==> src/rtl/ctrl_fetch_unit.sv <==
`default_nettype none
// ctrl_fetch_unit: multi-cycle PC/fetch/decode sequencer driving the 16-bit datapath controls (rev 1.0).
// Build option CTRL_ILLEGAL_TRAP_EN: opcode 111 parks the core in HALT with a sticky Halted flag.
module ctrl_fetch_unit #(
  parameter logic [15:0] RESET_PC = 16'h0000
) (
  input  logic        Clock_i,
  input  logic        Reset_i,
  output logic [15:0] ImemAddr_o,
  output logic        ImemReq_o,
  input  logic        ImemReady_i,
  input  logic [15:0] ImemData_i,
  output logic [15:0] Instruction_o,
  output logic [15:0] PC_o,
  output logic        RegDest_o,
  output logic        ALUSrc_o,
  output logic        MemToReg_o,
  output logic        RegWrite_o,
  output logic        MemRead_o,
  output logic        MemWrite_o,
  output logic        Branch_o,
  output logic [1:0]  AluOp_o,
  input  logic        Zero_i,
  output logic        Halted_o
);

  localparam logic [2:0] OP_RTYPE = 3'b000;
  localparam logic [2:0] OP_ADDI  = 3'b001;
  localparam logic [2:0] OP_LW    = 3'b010;
  localparam logic [2:0] OP_SW    = 3'b011;
  localparam logic [2:0] OP_BEQ   = 3'b100;
  localparam logic [2:0] OP_BNE   = 3'b101;
  localparam logic [2:0] OP_J     = 3'b110;
  localparam logic [2:0] OP_ILL   = 3'b111;

  localparam logic [1:0] ALU_ADD   = 2'b00;
  localparam logic [1:0] ALU_SUB   = 2'b01;
  localparam logic [1:0] ALU_FUNCT = 2'b10;

  typedef enum logic [2:0] {
    S_FETCH  = 3'd0,
    S_DECODE = 3'd1,
    S_EXEC   = 3'd2,
    S_MEM    = 3'd3,
    S_WB     = 3'd4,
    S_HALT   = 3'd5
  } state_t;

  state_t      state_q, state_d;
  logic [15:0] pc_q, pc_d;
  logic [15:0] instr_q, instr_d;

  logic [2:0]  w_opcode;
  logic [6:0]  w_imm;
  logic [15:0] w_pc_plus2;
  logic [15:0] w_br_target;
  logic [15:0] w_jmp_target;
  logic        w_illegal;
  logic        w_active;

  assign w_opcode     = instr_q[15:13];
  assign w_imm        = instr_q[6:0];
  assign w_illegal    = (w_opcode == OP_ILL);
  assign w_pc_plus2   = pc_q + 16'd2;
  // Sign-extended immediate scaled to a byte offset; the add wraps modulo 2^16.
  assign w_br_target  = w_pc_plus2 + {{8{w_imm[6]}}, w_imm, 1'b0};
  assign w_jmp_target = {w_pc_plus2[15:14], instr_q[12:0], 1'b0};

`ifdef CTRL_ILLEGAL_TRAP_EN
  logic halted_q, halted_d;
`endif

  always_ff @(posedge Clock_i or posedge Reset_i) begin
    if (Reset_i) begin
      state_q  <= S_FETCH;
      pc_q     <= RESET_PC;
      instr_q  <= 16'h0000;
`ifdef CTRL_ILLEGAL_TRAP_EN
      halted_q <= 1'b0;
`endif
    end else begin
      state_q  <= state_d;
      pc_q     <= pc_d;
      instr_q  <= instr_d;
`ifdef CTRL_ILLEGAL_TRAP_EN
      halted_q <= halted_d;
`endif
    end
  end

  always_comb begin
    state_d  = state_q;
    pc_d     = pc_q;
    instr_d  = instr_q;
`ifdef CTRL_ILLEGAL_TRAP_EN
    halted_d = halted_q;
`endif
    case (state_q)
      S_FETCH: begin
        if (ImemReady_i) begin
          instr_d = ImemData_i;
          state_d = S_DECODE;
        end
      end
      S_DECODE: begin
        if (w_illegal) begin
`ifdef CTRL_ILLEGAL_TRAP_EN
          halted_d = 1'b1;
          state_d  = S_HALT;
`else
          pc_d    = w_pc_plus2;
          state_d = S_FETCH;
`endif
        end else begin
          state_d = S_EXEC;
        end
      end
      S_EXEC: begin
        case (w_opcode)
          OP_RTYPE, OP_ADDI: state_d = S_WB;
          OP_LW, OP_SW:      state_d = S_MEM;
          OP_BEQ: begin
            pc_d    = Zero_i ? w_br_target : w_pc_plus2;
            state_d = S_FETCH;
          end
          OP_BNE: begin
            pc_d    = !Zero_i ? w_br_target : w_pc_plus2;
            state_d = S_FETCH;
          end
          OP_J: begin
            pc_d    = w_jmp_target;
            state_d = S_FETCH;
          end
          default: state_d = S_FETCH;
        endcase
      end
      S_MEM: begin
        if (w_opcode == OP_SW) begin
          pc_d    = w_pc_plus2;
          state_d = S_FETCH;
        end else begin
          state_d = S_WB;
        end
      end
      S_WB: begin
        pc_d    = w_pc_plus2;
        state_d = S_FETCH;
      end
      S_HALT: begin
`ifdef CTRL_ILLEGAL_TRAP_EN
        state_d = S_HALT;
`else
        state_d = S_FETCH;
`endif
      end
      default: state_d = S_FETCH;
    endcase
  end

  // Static decode is qualified by state so it is quiet while fetching and while halted.
  assign w_active = (state_q == S_DECODE) || (state_q == S_EXEC) ||
                    (state_q == S_MEM) || (state_q == S_WB);

  always_comb begin
    RegDest_o  = 1'b0;
    ALUSrc_o   = 1'b0;
    MemToReg_o = 1'b0;
    AluOp_o    = ALU_ADD;
    RegWrite_o = 1'b0;
    MemRead_o  = 1'b0;
    MemWrite_o = 1'b0;
    Branch_o   = 1'b0;
    if (w_active) begin
      case (w_opcode)
        OP_RTYPE: begin
          RegDest_o = 1'b1;
          AluOp_o   = ALU_FUNCT;
        end
        OP_ADDI, OP_SW: ALUSrc_o = 1'b1;
        OP_LW: begin
          ALUSrc_o   = 1'b1;
          MemToReg_o = 1'b1;
        end
        OP_BEQ, OP_BNE: AluOp_o = ALU_SUB;
        default: ;
      endcase
    end
    RegWrite_o = (state_q == S_WB);
    MemRead_o  = (state_q == S_MEM) && (w_opcode == OP_LW);
    MemWrite_o = (state_q == S_MEM) && (w_opcode == OP_SW);
    Branch_o   = (state_q == S_EXEC) && ((w_opcode == OP_BEQ) || (w_opcode == OP_BNE));
  end

  // Request is held off while reset is asserted so it first rises after release.
  assign ImemReq_o     = (state_q == S_FETCH) && !Reset_i;
  assign ImemAddr_o    = pc_q;
  assign PC_o          = pc_q;
  assign Instruction_o = instr_q;

`ifdef CTRL_ILLEGAL_TRAP_EN
  assign Halted_o = halted_q;
`else
  assign Halted_o = 1'b0;
`endif

endmodule
`default_nettype wire

==> config.mk <==
export PLATFORM = sky130hd
export DESIGN_NAME = ctrl_fetch_unit
export DESIGN_NICKNAME = d
export VERILOG_FILES = /design/src/rtl/ctrl_fetch_unit.sv
export SDC_FILE = /design/constraint.sdc
export NUM_CORES = 1
export LEC_CHECK = 0
export ABC_AREA = 1
export CORE_MARGIN = 1.5
export CORE_UTILIZATION = 49
export CTS_CLUSTER_SIZE = 14
export DETAILED_ROUTE_END_ITERATION = 8
export GPL_TIMING_DRIVEN = 0
export PLACE_DENSITY = 0.78
export SLEW_MARGIN = 10
export SYNTH_ARGS = -nofsm -noshare
export SYNTH_HDL_FRONTEND = slang
export SYNTH_SLANG_ARGS = --single-unit
==> constraint.sdc <==
create_clock -name Clock_i -period 4.3 [get_ports Clock_i]
set_input_delay 1.075 -clock Clock_i [delete_from_list [all_inputs] [get_ports Clock_i]]
set_output_delay 1.075 -clock Clock_i [all_outputs]
set_load 0.005 [all_outputs]
==> metrics.md <==
| Metric | Value |
|---|---|
| Outcome | completed |
| Clk slew on worst S/H paths | about 70 ps |
| Clock Latency Late Sink | just under 300 ps |
| IO Count | 79 |
| Initial antenna violation count | 0 |
| Die extent in y | 84.4 µm |
| IO buf count | 75 |
| DRC viols | 0 |
| Sw frac | 50.8% |
| Clk buf depth | 2 |
| Initial cell density of the core | between 50 and 60% |
| CTS tree | done |
| Total power draw | 4120 µW |
| Die area | a little over 7000 µm² |
| GRT overflow | 0 |
| WHS | 557 ps |
| Leakage power | about 0.0021 µW |
| Worst setup EP type | output pin |
| Worst-margin pin slew | about 740 ps |
| WP data arrival | around 2200 ps |
| Power per cell area | approximately 1000 nW/µm² |
| Area contributors post-synth | dfrtp_1, nand2_1, ha_1 |
| Fill cells | 567 |
| Sequential fraction of the synthesis area | 26.2% |
| Synthesized area | about 3200 µm² |
| Post-synth EDFFs | 0 |
| Setup violators final | 0 |
| Routed wire length | about 9 mm |
| Clock skew after layout | slightly below 8 ps |
| Detail Route Antenna Nets | 0 |
| Net switching power | 2090 µW |
| Via-to-Cell Ratio | about 5.3 |
| Number of CTS-inserted buffers | 5 |
| Synth Area per Inst | around 6.9 µm² |
| P_int | 2030 µW |
| Max-slew headroom | about 51% |
| Nets | just under 600 |
| CP Launch Type | input port |
| CTS H-Tree Depth | 2 |
| Req. time, crit path | 3220 ps |
| Die Wd | around 84 µm |
| Detailed Route Iter0 Violations | roughly 230 |
| Logic pwr share | between 70% and 80% |
| Slew Limit Fails | 0 |
| Critical Path Fanout Max | 2 |
| Register bit total from synthesis | 34 |
| Final WS setup | 1010 ps |
| Peak supply drop | ~0.56 mV |
| Final hold vios | 0 |
| FFs w/ async S/R, synth | 100% |
| Number of global-route vias before repair | about 3000 |
| Clock root cell | clkbuf_8 |
| HPWL Detailed | ~7.1 mm |
| CP Class | in2out |
| DRT Pass-1 Iters | 6 |
| Reg power frac | between 10% and 20% |
| RSZ-0062 raised after global routing | false |
| Area grow syn2layout | 29.2% |
| Distinct cells, synth | 43 |
| Max Cap Viol | 0 |
| Final Cycle Share | 76.6% |
| Vias after detailed routing | about 3300 |
| Fin crit period | around 3300 ps |
| CTS Hold Buffers Added | 0 |
| Share of total power in the clock network | between 6 and 7% |
| Area leader, netlist | dfrtp_1 |
| Ant diodes | 0 |
| Layout cells sized above 1 | 13.9% |
| Hold WC Path Type | reg2reg |
| Place WS | between 1000 and 1500 ps |
| Peak Freq | around 300 MHz |
| Share of the synthesized area in the top cell type | between 20% and 30% |
| Routability cong. | 0.889 |
| Core Area | between 6000 and 7000 µm² |
| First-pass GRT wire length | 14.7 mm |
| Clock Sinks | 34 |
| Post-CTS setup buffer count | 0 |
| Synth warn | 0 |
| # rows | 29 |
| Ys flop type | dfrtp_1 |
| Largest net degree at the start of global routing | 35 |
| WL per Instance | around 14 µm |
| Post-CTS Resized | 0 |
| Syn Inst Count | 469 |
| Total track usage | approximately 26% |
| Fin Setup TNS | 0 ps |
==> flip-flops by register name, indices dropped and copies added, names as in the netlist <==
name and cells:
state_q 3, Instruction_o 16, ImemAddr_o 15
==> layout by cell type (no fill, tap or decap), types with 2 or more instances in the layout <==
cell type,instances
xor2_1,6
a22oi_1,3
nand4_1,9
o21ai_0,11
conb_1,3
clkbuf_8,8
nand3b_1,2
a21oi_1,36
nor2_4,2
or2_2,2
mux2_2,10
buf_4,19
clkdlybuf4s50_1,75
a21o_1,2
ha_1,19
nand2_2,3
nor2_1,46
buf_6,5
nand3_2,7
nor2_2,3
xnor2_1,4
o21ai_1,3
nand3_1,30
nand2_1,130
inv_1,51
dfrtp_1,34
nor3_1,5
inv_2,8
==> metrics by stage <==
stage | area [µm²] | util (%) | cells
2_1_floorplan | 3250 | - | 471
5_1_grt | 4200 | 65.7 | 631
6_report | 4200 | 65.7 | 631
3_5_place_dp | 4100 | 64.2 | 623
3_3_place_gp | 4100 | 64.2 | 623
4_1_cts | 4200 | 65.7 | 631
==> power groups by stage <==
stage	sequential, µW	clock, µW	combinational (µW)
6_report	707	255	3160
5_1_grt	734	276	3540
4_1_cts	703	258	3150
3_5_place_dp	705	0	3130
3_3_place_gp	698	0	3060
2_1_floorplan	666	0	2150
==> critical path: stages <==
cell and delay, ps:
clkdlybuf4s50_1 430, nor3_1 170, clkdlybuf4s50_1 530
==> synthesized netlist by cell type (3+ instances only) <==
library cell  number
buf_4             19
nand3_1           30
nand2_1          130
xnor2_1            4
dfrtp_1           34
nand3_2            7
inv_2              7
a22oi_1            3
nor2_1            46
nor3_1             5
nor2_2             3
ha_1              19
nand2_2            3
o21ai_1            3
mux2_2            10
xor2_1             6
o21ai_0           11
a21oi_1           36
buf_6              5
inv_1             52
nand4_1            9
==> cells by family after synthesis <==
logic type,count (synthesis),synth area share (%)
buffers and inverters,88,14.7
and+or+nand+nor,244,34.1
xor gates and xnor gates,11,3.20
AOI/OAI and AO/OA,61,10.3
DFF,34,26.2
adders and majority gates,20,7.94
other,1,0.115
muxes,10,3.47
==> per-layer routing <==
layer	part of all wire (%)	vias to the layer above	global-route usage [%]
met5	0	-	0
met4	2.6	0	8.21
met3	5.3	17	2.85
met2	47	117	42.2
met1	45	1529	36.0
li1	-	1654	-
==> path summary, 6_finish.rpt <==
check                      slack, ps  cells after the start                           from                       endpoint
min                              560                      2  Instruction_o[12]$_DFFE_PP0P_  Instruction_o[12]$_DFFE_PP0P_
min in group asynchronous       1260                      2                        Reset_i  Instruction_o[12]$_DFFE_PP0P_
min reg2reg                      560                      2  Instruction_o[12]$_DFFE_PP0P_  Instruction_o[12]$_DFFE_PP0P_
max                             1010                      3                        Reset_i                      ImemReq_o
max in group asynchronous       2560                      2                        Reset_i  Instruction_o[10]$_DFFE_PP0P_
max reg2reg                     1570                     13      ImemAddr_o[2]$_DFFE_PP0P_     ImemAddr_o[14]$_DFFE_PP0P_
==> area by class of cell <==
cell class,instances,area (µm²),area share (%)
clock buffer,6,82.6,1.97
timing repair buffer,75,751,17.9
multi-input combinational,349,1930,45.9
inverter,59,221,5.28
buffer,29,255,6.08
clock inverter,2,12.5,0.298
sequential,34,851,20.3
tap,77,96.3,2.30
Power figures use the tool's default switching activity.
